==> config.mk <==
export PLATFORM = sky130hd
export DESIGN_NAME = timer_ctrl_flat
export DESIGN_NICKNAME = d
export VERILOG_FILES = /design/src/rtl/timer_ctrl_if.sv /design/src/rtl/timer_ctrl.sv /design/src/flat_wrapper.sv
export SDC_FILE = /design/constraint.sdc
export NUM_CORES = 1
export LEC_CHECK = 0
export BUFFER_PORTS_ARGS = -buffer_cell sky130_fd_sc_hd__buf_2
export CORE_ASPECT_RATIO = 1.4
export CORE_UTILIZATION = 49
export DETAILED_ROUTE_END_ITERATION = 10
export HOLD_SLACK_MARGIN = 0.05
export PLACE_DENSITY = 0.83
export REMOVE_ABC_BUFFERS = 1
export SLEW_MARGIN = 15
export SYNTH_ARGS = -nofsm -noshare
export SYNTH_HDL_FRONTEND = slang
export SYNTH_SLANG_ARGS = --single-unit
==> constraint.sdc <==
create_clock -name clk -period 2.1 [get_ports clk]
set_clock_uncertainty 0.15 [all_clocks]
set_input_delay 0 -clock clk [delete_from_list [all_inputs] [get_ports clk]]
set_output_delay 0 -clock clk [all_outputs]
set_load 0.03 [all_outputs]
==> src/rtl/timer_ctrl_if.sv <==
// Button, datapath-status and control signals between the countdown
// controller (slave) and the surrounding datapath/UI logic (master).
interface timer_ctrl_if;
    logic        btn_start;
    logic        btn_reset;
    logic        btn_mode;
    logic        btn_min;
    logic        btn_hour;
    logic        time_zero;
    logic        tick;
    logic        en;
    logic        rst_state;
    logic        setting;
    logic [5:0]  min_ini;
    logic [5:0]  hour_ini;
    logic [15:0] LED_control;
    logic [1:0]  state;

    modport master (
        output btn_start, btn_reset, btn_mode, btn_min, btn_hour, time_zero, tick,
        input  en, rst_state, setting, min_ini, hour_ini, LED_control, state
    );

    modport slave (
        input  btn_start, btn_reset, btn_mode, btn_min, btn_hour, time_zero, tick,
        output en, rst_state, setting, min_ini, hour_ini, LED_control, state
    );
endinterface

==> src/rtl/timer_ctrl.sv <==
// Countdown timer sequencing FSM with preset registers and DONE alarm pattern.
// Define TIMER_CTRL_BLINK_EN to make the DONE alarm blink on tick instead of staying lit.
//
// state | meaning
// SET   | presets editable, datapath held loaded (rst_state=1)
// RUN   | countdown enabled
// PAUSE | countdown halted, resumable
// DONE  | countdown reached zero, alarm active
module timer_ctrl (
    input  logic         clk,
    input  logic         rst_n,
    timer_ctrl_if.slave  bus
);
    typedef enum logic [1:0] {
        SET   = 2'b00,
        RUN   = 2'b01,
        PAUSE = 2'b10,
        DONE  = 2'b11
    } state_t;

    state_t     state_q, state_d;
    logic [5:0] min_q, min_d;
    logic [5:0] hour_q, hour_d;
    logic       reload_d;
    logic       phase_q, phase_d;
    logic       en_q, rst_state_q, setting_q;

    always_comb begin
        state_d  = state_q;
        min_d    = min_q;
        hour_d   = hour_q;
        reload_d = 1'b0;
        case (state_q)
            SET: begin
                if (bus.btn_reset || bus.btn_mode) begin
                    // higher-priority buttons do nothing here but still mask the others
                end else if (bus.btn_start) begin
                    if ((min_q != 6'd0) || (hour_q != 6'd0)) begin
                        state_d = RUN;
                    end
                end else begin
                    if (bus.btn_min) begin
                        min_d = (min_q == 6'd59) ? 6'd0 : min_q + 6'd1;
                    end
                    if (bus.btn_hour) begin
                        hour_d = (hour_q == 6'd23) ? 6'd0 : hour_q + 6'd1;
                    end
                end
            end
            RUN: begin
                if (bus.btn_reset) begin
                    state_d  = PAUSE;
                    reload_d = 1'b1;
                end else if (bus.time_zero) begin
                    state_d = DONE;
                end else if (bus.btn_start && !bus.btn_mode) begin
                    state_d = PAUSE;
                end
            end
            PAUSE: begin
                if (bus.btn_reset) begin
                    reload_d = 1'b1;
                end else if (bus.btn_mode) begin
                    state_d = SET;
                end else if (bus.btn_start && !bus.time_zero) begin
                    state_d = RUN;
                end
            end
            DONE: begin
                if (bus.btn_reset) begin
                    state_d  = PAUSE;
                    reload_d = 1'b1;
                end else if (bus.btn_mode) begin
                    state_d = SET;
                end else if (bus.btn_start) begin
                    state_d  = PAUSE;
                    reload_d = 1'b1;
                end
            end
            default: state_d = SET;
        endcase
    end

`ifdef TIMER_CTRL_BLINK_EN
    always_comb begin
        phase_d = 1'b0;
        if (state_d == DONE) begin
            if (state_q != DONE) begin
                phase_d = 1'b1;
            end else begin
                phase_d = bus.tick ? ~phase_q : phase_q;
            end
        end
    end
`else
    logic unused_tick;
    assign unused_tick = bus.tick;

    always_comb begin
        phase_d = (state_d == DONE);
    end
`endif

    always_ff @(posedge clk) begin
        if (!rst_n) begin
            state_q     <= SET;
            min_q       <= 6'd0;
            hour_q      <= 6'd0;
            phase_q     <= 1'b0;
            en_q        <= 1'b0;
            rst_state_q <= 1'b1;
            setting_q   <= 1'b1;
        end else begin
            state_q     <= state_d;
            min_q       <= min_d;
            hour_q      <= hour_d;
            phase_q     <= phase_d;
            en_q        <= (state_d == RUN);
            rst_state_q <= (state_d == SET) || reload_d;
            setting_q   <= (state_d == SET);
        end
    end

    assign bus.state       = state_q;
    assign bus.min_ini     = min_q;
    assign bus.hour_ini    = hour_q;
    assign bus.en          = en_q;
    assign bus.rst_state   = rst_state_q;
    assign bus.setting     = setting_q;
    assign bus.LED_control = {16{phase_q}};
endmodule

==> src/flat_wrapper.sv <==
// flat-port wrapper written by rule: the top's interface ports become plain ports
module timer_ctrl_flat 
  (clk, rst_n, bus_btn_start, bus_btn_reset, bus_btn_mode, bus_btn_min, bus_btn_hour, bus_time_zero, bus_tick, bus_en, bus_rst_state, bus_setting, bus_min_ini, bus_hour_ini, bus_LED_control, bus_state);
  timer_ctrl_if bus_i ();
  input  logic clk;
  input  logic rst_n;
  input wire logic [$bits(bus_i.btn_start)-1:0] bus_btn_start;
  input wire logic [$bits(bus_i.btn_reset)-1:0] bus_btn_reset;
  input wire logic [$bits(bus_i.btn_mode)-1:0] bus_btn_mode;
  input wire logic [$bits(bus_i.btn_min)-1:0] bus_btn_min;
  input wire logic [$bits(bus_i.btn_hour)-1:0] bus_btn_hour;
  input wire logic [$bits(bus_i.time_zero)-1:0] bus_time_zero;
  input wire logic [$bits(bus_i.tick)-1:0] bus_tick;
  output wire logic [$bits(bus_i.en)-1:0] bus_en;
  output wire logic [$bits(bus_i.rst_state)-1:0] bus_rst_state;
  output wire logic [$bits(bus_i.setting)-1:0] bus_setting;
  output wire logic [$bits(bus_i.min_ini)-1:0] bus_min_ini;
  output wire logic [$bits(bus_i.hour_ini)-1:0] bus_hour_ini;
  output wire logic [$bits(bus_i.LED_control)-1:0] bus_LED_control;
  output wire logic [$bits(bus_i.state)-1:0] bus_state;
  assign bus_i.btn_start = bus_btn_start;
  assign bus_i.btn_reset = bus_btn_reset;
  assign bus_i.btn_mode = bus_btn_mode;
  assign bus_i.btn_min = bus_btn_min;
  assign bus_i.btn_hour = bus_btn_hour;
  assign bus_i.time_zero = bus_time_zero;
  assign bus_i.tick = bus_tick;
  assign bus_en = bus_i.en;
  assign bus_rst_state = bus_i.rst_state;
  assign bus_setting = bus_i.setting;
  assign bus_min_ini = bus_i.min_ini;
  assign bus_hour_ini = bus_i.hour_ini;
  assign bus_LED_control = bus_i.LED_control;
  assign bus_state = bus_i.state;
  timer_ctrl u_core (.clk(clk), .rst_n(rst_n), .bus(bus_i));
endmodule
==> out/summary.txt <==
================================================================================
H-tree level count                                                             1
LEAKAGE                                                                 0.639 nW
Buffers inserted during post-CTS setup optimization                            0
Total clock buffers created by CTS                                             3
Top post-synthesis cells by area                                    dfxtp_1 31%, buf_4 12%, ha_1 9.6%
List of most frequent post-synthesis cells                          19 x buf_4, 18 x dfxtp_1, 18 x nor2_1
Number of hold violations in the final report                                  0
Count of unique library cells instantiated by Yosys                           39
Placed Instances                                                             178
Proportion of synthesized chip area in sequential cells                    30.7%
# rows                                                                        20
Worst-margin pin slew                                                   0.480 ns
Initial core utilization                                                   52.8%
Syn Std Cell Area                                                   0.00117 mm^2
Dominant cell by count in the synthesized netlist                          buf_4
DR top layer                                                                met4
Result of the run                                                   finished, violations left
Worst reg-to-reg setup slack                                             0.16 ns
Count of input and output buffers                                             40
Vertical extent of the die                                               59.9 um
RePlAce Congestion                                                         0.909
Number of nets in the layout                                                 180
Share of post-route cells with drive strength above 1                      36.6%
End-of-flow core utilization                                               60.1%
Setup tns final                                                             0 ns
Total congestion overflow                                                      0
Unrepaired setup endpoints after global routing                               no
Worst setup path start                                              u_core.bus.state[0]
Violated checks                                                              DRC
Arrival time at the worst endpoint                                       1.96 ns
Met1 layer wirelength in the final routing                                970 um
Worst voltage drop across the vdd grid                                  0.493 mV
Worst setup path endpoint                                           u_core.bus.rst_state
Cell Pwr Density                                                     460 mW/mm^2
Tmin final                                                               1.94 ns
Worst setup path category                                                reg2reg
Final period utilization                                                   92.3%
Count of flip-flops with a built-in enable after synthesis                     0
Number of antenna violations at the first check in global routing              0
Count of cells along the worst register-to-register path                       7
Launch point of the worst reg-to-reg path                           u_core.bus.state[0]
FMAX                                                                     516 MHz
Normalized max-slew margin                                                 67.7%
DR vias                                                                      981
CTS tree                                                                   built
Area enclosed by the die boundary                                   0.00260 mm^2
Antenna cells                                                                  0
Number of standard cells in the layout, taps in and fillers out              183
Class of the most critical hold timing path                               in2reg
Slew Viols, Final                                                              0
Number of nets with antenna violations after detailed routing                  0
Clk sinks                                                                     18
Met3 layer wire length in the routed design                                65 um
Root buffer selected by CTS                                             clkbuf_4
Yosys top cell by area                                                   dfxtp_1
Number of buffers between clock root and the deepest sink                      2
Top fanout value on the critical path                                          9
Final hold slack                                                       0.0665 ns
Top_reg_cell synth                                                       dfxtp_1
FF+latch count, synth                                                         18
Synth top area share                                                       30.7%
Number of ports placed on the die boundary                                    42
Critical R2R Capture                                                u_core.bus.rst_state
Die outline width                                                        43.4 um
Post-DR vias/cell                                                           5.36
Worst Setup End Kind                                                    register
Count of final setup violators                                                 0
Global-route wire length before repair                                   3840 um
Met2 routed wirelength                                                   1290 um
Mean instance size in the synthesized netlist                          8.90 um^2
Share of synthesized flip-flops with an asynchronous set or reset             0%
Area added between synthesis and finish                                    13.8%
Total iterations of the first detailed-routing run                             7
Warnings from Yosys                                                            0
Skew-Pair Late Insertion Delay                                           0.29 ns
CORE AREA                                                           0.00223 mm^2
Post-Syn Instances                                                           132
DRC errors left                                                                4
Type of origin of the critical path                                     register
GR Util All Layers                                                         19.2%
Detailed-placement wirelength estimate                                   1830 um
Routed WL                                                                2370 um
Number of global-route vias before repair                                    873
Req. time, crit path                                                     2.12 ns
Reg clk slew, reported paths                                             0.09 ns
Power Total                                                             0.615 mW
Maximum number of pins on one net before global-route repair                  17
Number of max-cap violations                                                   0
Routed wirelength normalized by instance count                           13.0 um
Violation count after the first detailed-routing iteration                    21
================================================================================
[kinds of logic (layout without fill, tap and decap cells)]
family	Yosys count	after routing	share of synthesized area, %
simple gates	51	51	23.9
compound gates	18	18	14.1
xor+xnor	10	10	7.46
buf+inv	26	55	14.4
flops	18	18	30.7
fa+ha+maj	9	9	9.58
[placed cells by master, fill, tap and decap left out, types with 3 or more instances in the layout]
| cell | instances |
|---|---|
| ha_1 | 9 |
| a21oi_1 | 3 |
| and2_1 | 4 |
| buf_4 | 3 |
| clkbuf_4 | 3 |
| and3_1 | 3 |
| nand4_1 | 4 |
| dfxtp_1 | 16 |
| buf_2 | 40 |
| xor2_1 | 8 |
| inv_1 | 7 |
| nand2_1 | 7 |
| nor2_1 | 18 |
[cell type report]
type                    instances  area, um^2
flip-flops and latches         18         363
well taps                      22        27.5
fillers                       200         890
clock buffers                   4        36.3
repair buffers                 44         233
inverters                       7        26.3
multi-input cells              88         652
[worst min-delay path by stage]
| stage | slack (ns) | startpoint | cells after the start | end |
|---|---|---|---|---|
| after floorplan | -0.07 | rst_n | 1 | u_core.bus.setting |
| after global placement | 0.11 | rst_n | 2 | u_core.bus.setting |
| after detailed placement | 0.11 | rst_n | 2 | u_core.bus.rst_state |
| after CTS | 0.06 | bus_btn_hour | 4 | u_core.bus.hour_ini[0] |
| after global routing | 0.08 | bus_time_zero | 4 | u_core.bus.en |
| final | 0.07 | bus_btn_hour | 4 | u_core.bus.hour_ini[0] |
[per-layer routing]
metal	vias to the layer above	GRT usage (%)
met5	-	0
met4	0	9.38
met3	6	1.81
met2	22	33.5
met1	463	23.4
li1	490	-
[per-stage QoR]
| stage | worst slack, ns | area (um^2) |
|---|---|---|
| finish | 0.161 | 1340 |
| floorplan | -1.41 | 1030 |
| global placement | 0.123 | 1280 |
| detailed placement | 0.0809 | 1280 |
| CTS | 0.0505 | 1330 |
| global route | 0.0413 | 1340 |
[state kept, by name, summed over array words and instances, names as in the netlist]
register,cells
u_core.bus.state,2
u_core.bus.min_ini,6
u_core.bus.en,1
u_core.bus.setting,1
u_core.phase_q,1
u_core.bus.rst_state,1
u_core.bus.hour_ini,6
[power by group]
group,internal [mW],switching [mW]
clock network,0.106,0.104
registers,0.344,0.00288
logic,0.0232,0.0351
total,0.473,0.142
[repair_timing]
item / CTS / global route
hold buffers: 1 / 0
hold endpoints to repair: 18 / 0
endpoints found under the setup margin: 0 / 15
gates resized for setup: 0 / 3
[worst max-delay path: stages, from the launching register on]
cell and delay (ns):
dfxtp_2 0.39, inv_1 0.09, ha_1 0.31, and2b_1 0.22, o21ai_0 0.08, o32a_4 0.21
o22ai_4 0.22, o221ai_1 0.13
Power figures use the tool's default switching activity.
